--- config.mk ---
export PLATFORM = sky130hd
export DESIGN_NAME = clahe_lut_div_sequencer
export DESIGN_NICKNAME = d
export VERILOG_FILES = /design/src/rtl/clahe_lut_div_sequencer.sv
export SDC_FILE = /design/constraint.sdc
export NUM_CORES = 1
export LEC_CHECK = 0
export CAP_MARGIN = 0
export CORE_UTILIZATION = 55
export DETAILED_ROUTE_END_ITERATION = 16
export GPL_TIMING_DRIVEN = 0
export HOLD_SLACK_MARGIN = 0.15
export PLACE_DENSITY = 0.87
export SETUP_SLACK_MARGIN = 0.2
export SLEW_MARGIN = 0
export SYNTH_ARGS = -nofsm -noshare
export SYNTH_HDL_FRONTEND = slang
export SYNTH_SLANG_ARGS = --single-unit
--- constraint.sdc ---
create_clock -name clk -period 8.65 [get_ports clk]
set_input_delay 1.73 -clock clk [delete_from_list [all_inputs] [get_ports clk]]
set_output_delay 1.73 -clock clk [all_outputs]
set_load 0.02 [all_outputs]
--- src/rtl/clahe_lut_div_sequencer.sv ---
// CDF->LUT divide sequencer: streams one divide per bin into a fixed-latency
// divider, then saturates the in-order quotients into the tile LUT.
module clahe_lut_div_sequencer #(
    parameter int DATA_WIDTH  = 32,
    parameter int CDF_WIDTH   = 17,
    parameter int BINS        = 256,
    parameter int BIN_AW      = 8,
    parameter int DIV_LATENCY = 33
) (
    input  logic                  clk,
    input  logic                  rst,
    input  logic                  start,
    input  logic [CDF_WIDTH-1:0]  cdf_min,
    input  logic [CDF_WIDTH-1:0]  total_pixels,
    output logic                  cdf_rd_en,
    output logic [BIN_AW-1:0]     cdf_rd_addr,
    input  logic [CDF_WIDTH-1:0]  cdf_rd_data,
    output logic                  div_start,
    output logic [DATA_WIDTH-1:0] div_dividend,
    output logic [DATA_WIDTH-1:0] div_divisor,
    input  logic                  div_done,
    input  logic [DATA_WIDTH-1:0] div_quotient,
    output logic                  lut_wr_en,
    output logic [BIN_AW-1:0]     lut_wr_addr,
    output logic [7:0]            lut_wr_data,
    output logic                  busy,
    output logic                  done,
    output logic                  err_unexp
);

    localparam logic [1:0] S_IDLE  = 2'd0;
    localparam logic [1:0] S_ISSUE = 2'd1;
    localparam logic [1:0] S_DRAIN = 2'd2;
    localparam logic [1:0] S_FIN   = 2'd3;
    localparam int OUT_W = $clog2(DIV_LATENCY + 2) + 1;

    logic [1:0]            state_q, state_d;
    logic [BIN_AW-1:0]     rd_cnt_q, rd_cnt_d;
    logic [BIN_AW:0]       wr_cnt_q, wr_cnt_d;
    logic [CDF_WIDTH-1:0]  cmin_q, cmin_d;
    logic [CDF_WIDTH-1:0]  den_q, den_d;
    logic                  ident_q, ident_d;
    logic                  rd_vld_q, rd_vld_d;
    logic [BIN_AW-1:0]     rd_idx_q, rd_idx_d;
    logic                  div_start_q, div_start_d;
    logic [DATA_WIDTH-1:0] div_dividend_q, div_dividend_d;
    logic [DATA_WIDTH-1:0] div_divisor_q, div_divisor_d;
    logic                  lut_wr_en_q, lut_wr_en_d;
    logic [BIN_AW-1:0]     lut_wr_addr_q, lut_wr_addr_d;
    logic [7:0]            lut_wr_data_q, lut_wr_data_d;
    logic                  done_q, done_d;
    logic                  err_q, err_d;
    logic [OUT_W-1:0]      outst_q, outst_d;
    logic [CDF_WIDTH-1:0]  num;
    logic                  accept;

    function automatic logic [7:0] sat8(input logic [DATA_WIDTH-1:0] q);
        return (q > DATA_WIDTH'(255)) ? 8'hFF : q[7:0];
    endfunction

    // x*255 computed as (x<<8)-x on the zero-extended operand
    function automatic logic [DATA_WIDTH-1:0] scale255(input logic [CDF_WIDTH-1:0] x);
        logic [DATA_WIDTH-1:0] ext;
        ext = DATA_WIDTH'(x);
        return (ext << 8) - ext;
    endfunction

    always_comb begin
        state_d        = state_q;
        rd_cnt_d       = rd_cnt_q;
        wr_cnt_d       = wr_cnt_q;
        cmin_d         = cmin_q;
        den_d          = den_q;
        ident_d        = ident_q;
        done_d         = 1'b0;
        case (state_q)
            S_IDLE: if (start) begin
                state_d  = S_ISSUE;
                cmin_d   = cdf_min;
                den_d    = total_pixels - cdf_min;
                ident_d  = (total_pixels <= cdf_min);
                rd_cnt_d = '0;
                wr_cnt_d = '0;
            end
            S_ISSUE: begin
                rd_cnt_d = rd_cnt_q + 1'b1;
                if (rd_cnt_q == BIN_AW'(BINS - 1)) state_d = S_DRAIN;
            end
            S_DRAIN: if (wr_cnt_q == (BIN_AW + 1)'(BINS)) begin
                state_d = S_FIN;
                done_d  = 1'b1;
            end
            default: state_d = S_IDLE;
        endcase

        // Issue stage: operands formed from the CDF word read last cycle
        rd_vld_d       = (state_q == S_ISSUE);
        rd_idx_d       = rd_cnt_q;
        num            = (cdf_rd_data < cmin_q) ? '0 : cdf_rd_data - cmin_q;
        div_start_d    = rd_vld_q;
        div_dividend_d = '0;
        div_divisor_d  = '0;
        if (rd_vld_q) begin
            if (ident_q) begin
                div_dividend_d = DATA_WIDTH'(rd_idx_q);
                div_divisor_d  = DATA_WIDTH'(1);
            end else begin
                div_dividend_d = scale255(num);
                div_divisor_d  = DATA_WIDTH'(den_q);
            end
        end

        // Collect stage: quotients only count against an outstanding request
        accept        = div_done && (outst_q != '0) && (state_q != S_IDLE);
        lut_wr_en_d   = accept;
        lut_wr_addr_d = accept ? wr_cnt_q[BIN_AW-1:0] : '0;
        lut_wr_data_d = accept ? sat8(div_quotient) : 8'h00;
        if (accept) wr_cnt_d = wr_cnt_q + 1'b1;
        err_d = err_q | (div_done && (outst_q == '0) && (state_q != S_IDLE));

        outst_d = outst_q;
        case ({div_start_q, div_done && (outst_q != '0)})
            2'b10:   outst_d = outst_q + 1'b1;
            2'b01:   outst_d = outst_q - 1'b1;
            default: outst_d = outst_q;
        endcase
    end

    always_ff @(posedge clk) begin
        if (rst) begin
            state_q        <= S_IDLE;
            rd_cnt_q       <= '0;
            wr_cnt_q       <= '0;
            cmin_q         <= '0;
            den_q          <= '0;
            ident_q        <= 1'b0;
            rd_vld_q       <= 1'b0;
            rd_idx_q       <= '0;
            div_start_q    <= 1'b0;
            div_dividend_q <= '0;
            div_divisor_q  <= '0;
            lut_wr_en_q    <= 1'b0;
            lut_wr_addr_q  <= '0;
            lut_wr_data_q  <= '0;
            done_q         <= 1'b0;
            err_q          <= 1'b0;
            outst_q        <= '0;
        end else begin
            state_q        <= state_d;
            rd_cnt_q       <= rd_cnt_d;
            wr_cnt_q       <= wr_cnt_d;
            cmin_q         <= cmin_d;
            den_q          <= den_d;
            ident_q        <= ident_d;
            rd_vld_q       <= rd_vld_d;
            rd_idx_q       <= rd_idx_d;
            div_start_q    <= div_start_d;
            div_dividend_q <= div_dividend_d;
            div_divisor_q  <= div_divisor_d;
            lut_wr_en_q    <= lut_wr_en_d;
            lut_wr_addr_q  <= lut_wr_addr_d;
            lut_wr_data_q  <= lut_wr_data_d;
            done_q         <= done_d;
            err_q          <= err_d;
            outst_q        <= outst_d;
        end
    end

    assign cdf_rd_en    = (state_q == S_ISSUE);
    assign cdf_rd_addr  = (state_q == S_ISSUE) ? rd_cnt_q : '0;
    assign busy         = (state_q != S_IDLE);
    assign div_start    = div_start_q;
    assign div_dividend = div_dividend_q;
    assign div_divisor  = div_divisor_q;
    assign lut_wr_en    = lut_wr_en_q;
    assign lut_wr_addr  = lut_wr_addr_q;
    assign lut_wr_data  = lut_wr_data_q;
    assign done         = done_q;
    assign err_unexp    = err_q;

endmodule

Yosys cells after proc, flatten, opt, wreduce, memory -nomap -nowiden

Cells that the tools add are included.

Bits in registers: 148
Output and inout bits: 94
Word-level logic and storage cells: 78

Add/subtract/negate cells: 7
Order comparisons: 3
Equal/unequal tests: 9
Muxes and demuxes: 16
Bitwise operators: 4
Reduce and logical (&&, ||, !) cells: 20

Operator list:

| operator                                                                          | count |
|---|---|
| 17-bit subtractor                                                                 | 2 |
| 32-bit by 8-bit greater-than comparator with 1-bit output (second input constant) | 1 |
| 8-bit 2-to-1 mux                                                                  | 4 |
| 9-bit 2-to-1 mux                                                                  | 3 |
| 25-bit by 17-bit subtractor with 26-bit output                                    | 1 |
| 17-bit less-or-equal comparator                                                   | 1 |
| 17-bit less-than comparator                                                       | 1 |
| 17-bit 2-to-1 mux                                                                 | 1 |
| 8-bit case mux with 2 select lines                                                | 1 |
| 7-bit case mux with 2 select lines                                                | 1 |
| 2-bit nonzero test                                                                | 5 |
| 9-bit by 1-bit adder with 9-bit output (second input constant)                    | 1 |
| 9-bit == test (second input constant)                                             | 1 |
| 8-bit by 1-bit adder with 8-bit output (second input constant)                    | 1 |
| 8-bit == test (second input constant)                                             | 1 |
| 7-bit by 1-bit adder with 7-bit output (second input constant)                    | 1 |
| 7-bit zero test                                                                   | 1 |
| 7-bit nonzero test                                                                | 1 |
| 7-bit by 1-bit subtractor with 7-bit output (second input constant)               | 1 |
| 2-bit 2-to-1 mux                                                                  | 3 |
| 2-bit case mux with 3 select lines                                                | 1 |
| 2-bit AND reduction                                                               | 3 |
| 2-bit OR reduction                                                                | 3 |
| 2-bit by 1-bit == test with 1-bit output (second input constant)                  | 2 |
| other kinds (10)                                                                  | 18 |

Longest topological paths before layout

Depth after elaboration: 5
Gate-level depth with buffers: 19
Mapped depth without buffers: 19

Worst setup path after synthesis

No wires, ideal clock.

Path kind: input-to-reg
Start point: input cdf_rd_data[10]
End point: register div_dividend_q[23], in the netlist div_dividend[23]
Setup time: 71 ps
Arrival time: 5522 ps
Data required time: 8579 ps
Slack: 3058 ps
Stages on the path: 18
Path buffers: 2
Cell sequence: ha_1 -> a21o_1 -> a31o_1 -> nor2b_4 -> a211oi_4 -> and2_4 -> buf_4 -> clkbuf_1 -> nor2_1 -> ha_1 -> a21oi_1 -> and2b_2 -> nor2_1 -> o211ai_1 -> o311a_4 -> o31ai_4 -> or4_1 -> a21oi_1

Longest elaborated chain between the ends: 3

Ends and longest elaborated chain:

| element                                                          | line | source |
|---|---|---|
| start, declared                                                  | 17   | `input logic [CDF_WIDTH-1:0] cdf_rd_data,` |
| 17-bit subtractor or 17-bit less-than comparator (tied branches) | 99   | `num = (cdf_rd_data < cmin_q) ? '0 : cdf_rd_data - cmin_q;` |
| 17-bit 2-to-1 mux *                                              | 99   |  |
| 25-bit by 17-bit subtractor with 26-bit output *                 | 65   | `return (ext << 8) - ext;` |
| end signal, assigned                                             | 158  | `div_dividend_q <= div_dividend_d;` |
| end, declared                                                    | 46   | `logic [DATA_WIDTH-1:0] div_dividend_q, div_dividend_d;` |

Mark *: on every way between the ends. The rest lies on a longest branch, timed or not.
A chain may end at the register's enable or synchronous reset.

Worst setup path after layout

Same ends and word-level chain as after synthesis.

==> impl_metrics.ini <==
[outcome]
status = finished clean

[route]
num_vias = 7371
ant_nets = 0
dr.first_iter.drc_count = 487
wl_per_cell_um = 16.0
drc_errors = 0
finalWirelength_um = 21400
viasPerCell = 5.53
drtPass1Iterations = 5

[synth]
synth_common_cells = 133 x dfxtp_1, 96 x nand2_1, 94 x nor2_1, 84 x a21oi_1, 65 x inv_1
yosys-top-cells-area = dfxtp_1 35%, ha_1 9.1%, a21oi_1 5.5%, nand2_1 4.7%, nor2_1 4.6%
post-synth-top-count-cell = dfxtp_1
muxShareOfSynthArea_pct = 1.12
ys_types = 74
synth_edf_count = 0
yosysWarnings = 0
synth_seq_cells = 133
synth_simple_gate_area_share_pct = 24.3
synth_area_leader_cell = dfxtp_1
yosys.area_share.xor_xnor_pct = 4.08
yosysSeqAreaShare_pct = 34.6
ys.flop_type = dfxtp_1
syn_area_um2 = 7700
netlist_instances = 945
yosysTopAreaCellShare_pct = 34.6
synth_compound_area_share_pct = 18.9
synthArstFlopShare_pct = 0
syn_avg_cell_area_um2 = 8.15
synthAdderAreaFrac_pct = 9.88
synth_top_family_by_area = simple AND/OR/NAND/NOR gates

[min_path]
hold-path-endpoint = den_q[12]$_SDFFE_PP0P_
hp-class = reg -> reg
min_path_cells = 2
worstHoldStart = den_q[12]$_SDFFE_PP0P_

[timing]
hold_viol = 0
setup_viol = 0
worst-slew-pin-transition_ns = 0.938
fmax_ghz = 0.158
skew_ns = 0.00858
fin_crit_sh_pct = 73.2
rsz0062_at_grt = false
slew_headroom_pct = 37.3
finalMaxSlewViolations = 0
tns_ns = 0
worst_hold_slack_ns = 0.454
period_minus_slack_ns = 6.33

[critical_path]
crit_fanout = 10
r2r_end = div_dividend[23]$_SDFF_PP0_
r2r_slack_ns = 3.71
setup.worst_path.class = in -> reg
cp-end-kind = flip-flop
cp.arrival_ns = 6.68
cp-start-kind = primary input
required_ns = 9.00
timing.rr.start = cmin_q[10]$_SDFFE_PP0P_
reg2reg_depth = 19

[floorplanning]
pin_count = 181
dieArea_um2 = 14500
rows = 42
die_height_um = 120
start_util_pct = 57.2
core-area_um2 = 13500
die_x_um = 120

[power_and_ir_drop]
power.density_nw_per_um2 = 262
p_total_w = 0.00267
p_leak_nw = 4.17
peakVddDrop_mv = 0.246

[place]
hpwl_um = 15800
port_buffers = 165
gp_congestion = 0.904
place_area_um2 = 9620

[clocking]
path_clk_slew_ns = 0.06
postCtsSetupRepairBufs = 0
cts_tree = yes
cts_resized = 0
cts-root-buf = clkbuf_16
clock_latency_ns = 0.43
clock-sinks = 133
cts_hold_buf = 0
cts.path.max_buffers = 2
htree_levels = 4
cts_buffers = 17

[grt]
grt_pass1_wl_um = 33700
grt_max_degree = 17
track_usage_pct = 29.6
antenna_found_initial = 0
overflow = 0
grt_pass1_vias = 7030

[finish]
drive_above_1_share_pct = 7.70
diodes = 0
area_delta_synth_final_pct = 32.4
nets = 1289
fin_area_um2 = 10200
post-route-util_pct = 75.8

[job]
max_cap_viol_count = 0
## critical path, cell delays in order
cell and delay [ns]:
clkdlybuf4s50_1 0.42, ha_1 0.41, a21o_1 0.24, a31o_1 0.26, nor2b_4 0.14, a211oi_4 0.34, and2_4 0.23, buf_4 0.18
clkbuf_1 0.42, nor2_1 0.18, ha_1 0.40, a21oi_1 0.31, and2b_2 0.22, nor2_1 0.04, o211ai_1 0.22, o311a_4 0.27
o31ai_4 0.10, or4_1 0.42, a21oi_1 0.14
## power by group
group          internal, W  switching, W
registers         0.000684     0.0000392
clock network     0.000417      0.000277
logic             0.000505      0.000748
total              0.00161       0.00106
## metrics by stage
step / instances / setup slack (ns)
finish: 1332 / 2.32
global route: 1332 / 2.16
CTS: 1332 / 2.43
detailed placement: 1300 / 2.02
global placement: 1300 / 2.05
floorplan: 959 / 3.06
## flip-flops by register name (all words and copies together) (netlist names)
name          cells
rd_idx_q          8
lut_wr_addr       8
rd_cnt_q          8
state_q           2
div_start_d       1
outst_q           7
lut_wr_data       8
wr_cnt_q          9
div_dividend     26
den_q            17
ident_q           1
lut_wr_en         1
div_divisor      17
div_start         1
done              1
err_unexp         1
cmin_q           17
## cells in the final DEF (no fill, tap or decap), drive strengths merged, types with 4 or more instances in the layout
master / Yosys / final
or4: 7 / 7
a211oi: 10 / 10
a21o: 20 / 20
or2: 5 / 5
conb: 1 / 15
nor2: 94 / 94
a21oi: 86 / 86
o21a: 19 / 19
or3: 13 / 13
o211ai: 4 / 4
ha: 56 / 56
dfxtp: 133 / 133
nand4: 13 / 13
nor3b: 7 / 7
inv: 65 / 66
clkdlybuf4s50: 0 / 165
o31ai: 6 / 6
nand2b: 11 / 11
buf: 25 / 25
clkbuf: 30 / 51
xnor2: 18 / 18
o2111ai: 4 / 4
nand3: 17 / 17
and3: 7 / 7
nor2b: 21 / 21
a21boi: 4 / 4
clkinv: 0 / 5
nor4: 11 / 11
xor2: 17 / 17
nand2: 97 / 97
clkinvlp: 0 / 4
a31oi: 5 / 5
and2: 33 / 33
o21ai: 34 / 34
nor3: 26 / 26
mux2: 5 / 5
## logic make-up after synthesis
group,count (synthesis)
flops,133
simple gates,374
mux,8
other cells,1
xor+xnor,35
fa+ha+maj,59
compound gates,215
buf+inv,120
## metal layers
| metal | track usage, % | wire (µm) | up-vias |
|---|---|---|---|
| li1 | - | - | 3635 |
| met1 | 34.0 | 8750 | 3407 |
| met5 | 0 | 0 | - |
| met4 | 13.4 | 607 | 0 |
| met2 | 52.9 | 10700 | 278 |
| met3 | 5.85 | 1270 | 51 |
## cell type report
| class | count | area, µm² |
|---|---|---|
| Inverter | 65 | 244 |
| Tap cell | 176 | 220 |
| Sequential cell | 133 | 2660 |
| Timing Repair Buffer | 165 | 1650 |
| Multi-Input combinational cell | 706 | 4540 |
| Buffer | 55 | 303 |
| Fill cell | 980 | 3260 |
| Clock inverter | 11 | 101 |
| Clock buffer | 21 | 470 |
## worst max path at each step
stage | from | to | slack (ns) | cells past startpoint
2_1_floorplan | cdf_rd_data[10] | div_dividend[23]$_SDFF_PP0_ | 3.06 | 18
3_3_place_gp | cdf_rd_data[10] | div_dividend[23]$_SDFF_PP0_ | 2.05 | 19
3_5_place_dp | cdf_rd_data[10] | div_dividend[23]$_SDFF_PP0_ | 2.02 | 19
4_1_cts | cdf_rd_data[10] | div_dividend[23]$_SDFF_PP0_ | 2.43 | 19
5_1_grt | cdf_rd_data[10] | div_dividend[23]$_SDFF_PP0_ | 2.16 | 19
6_report | cdf_rd_data[10] | div_dividend[23]$_SDFF_PP0_ | 2.32 | 19
No activity file was read; power rests on OpenSTA's default activity.
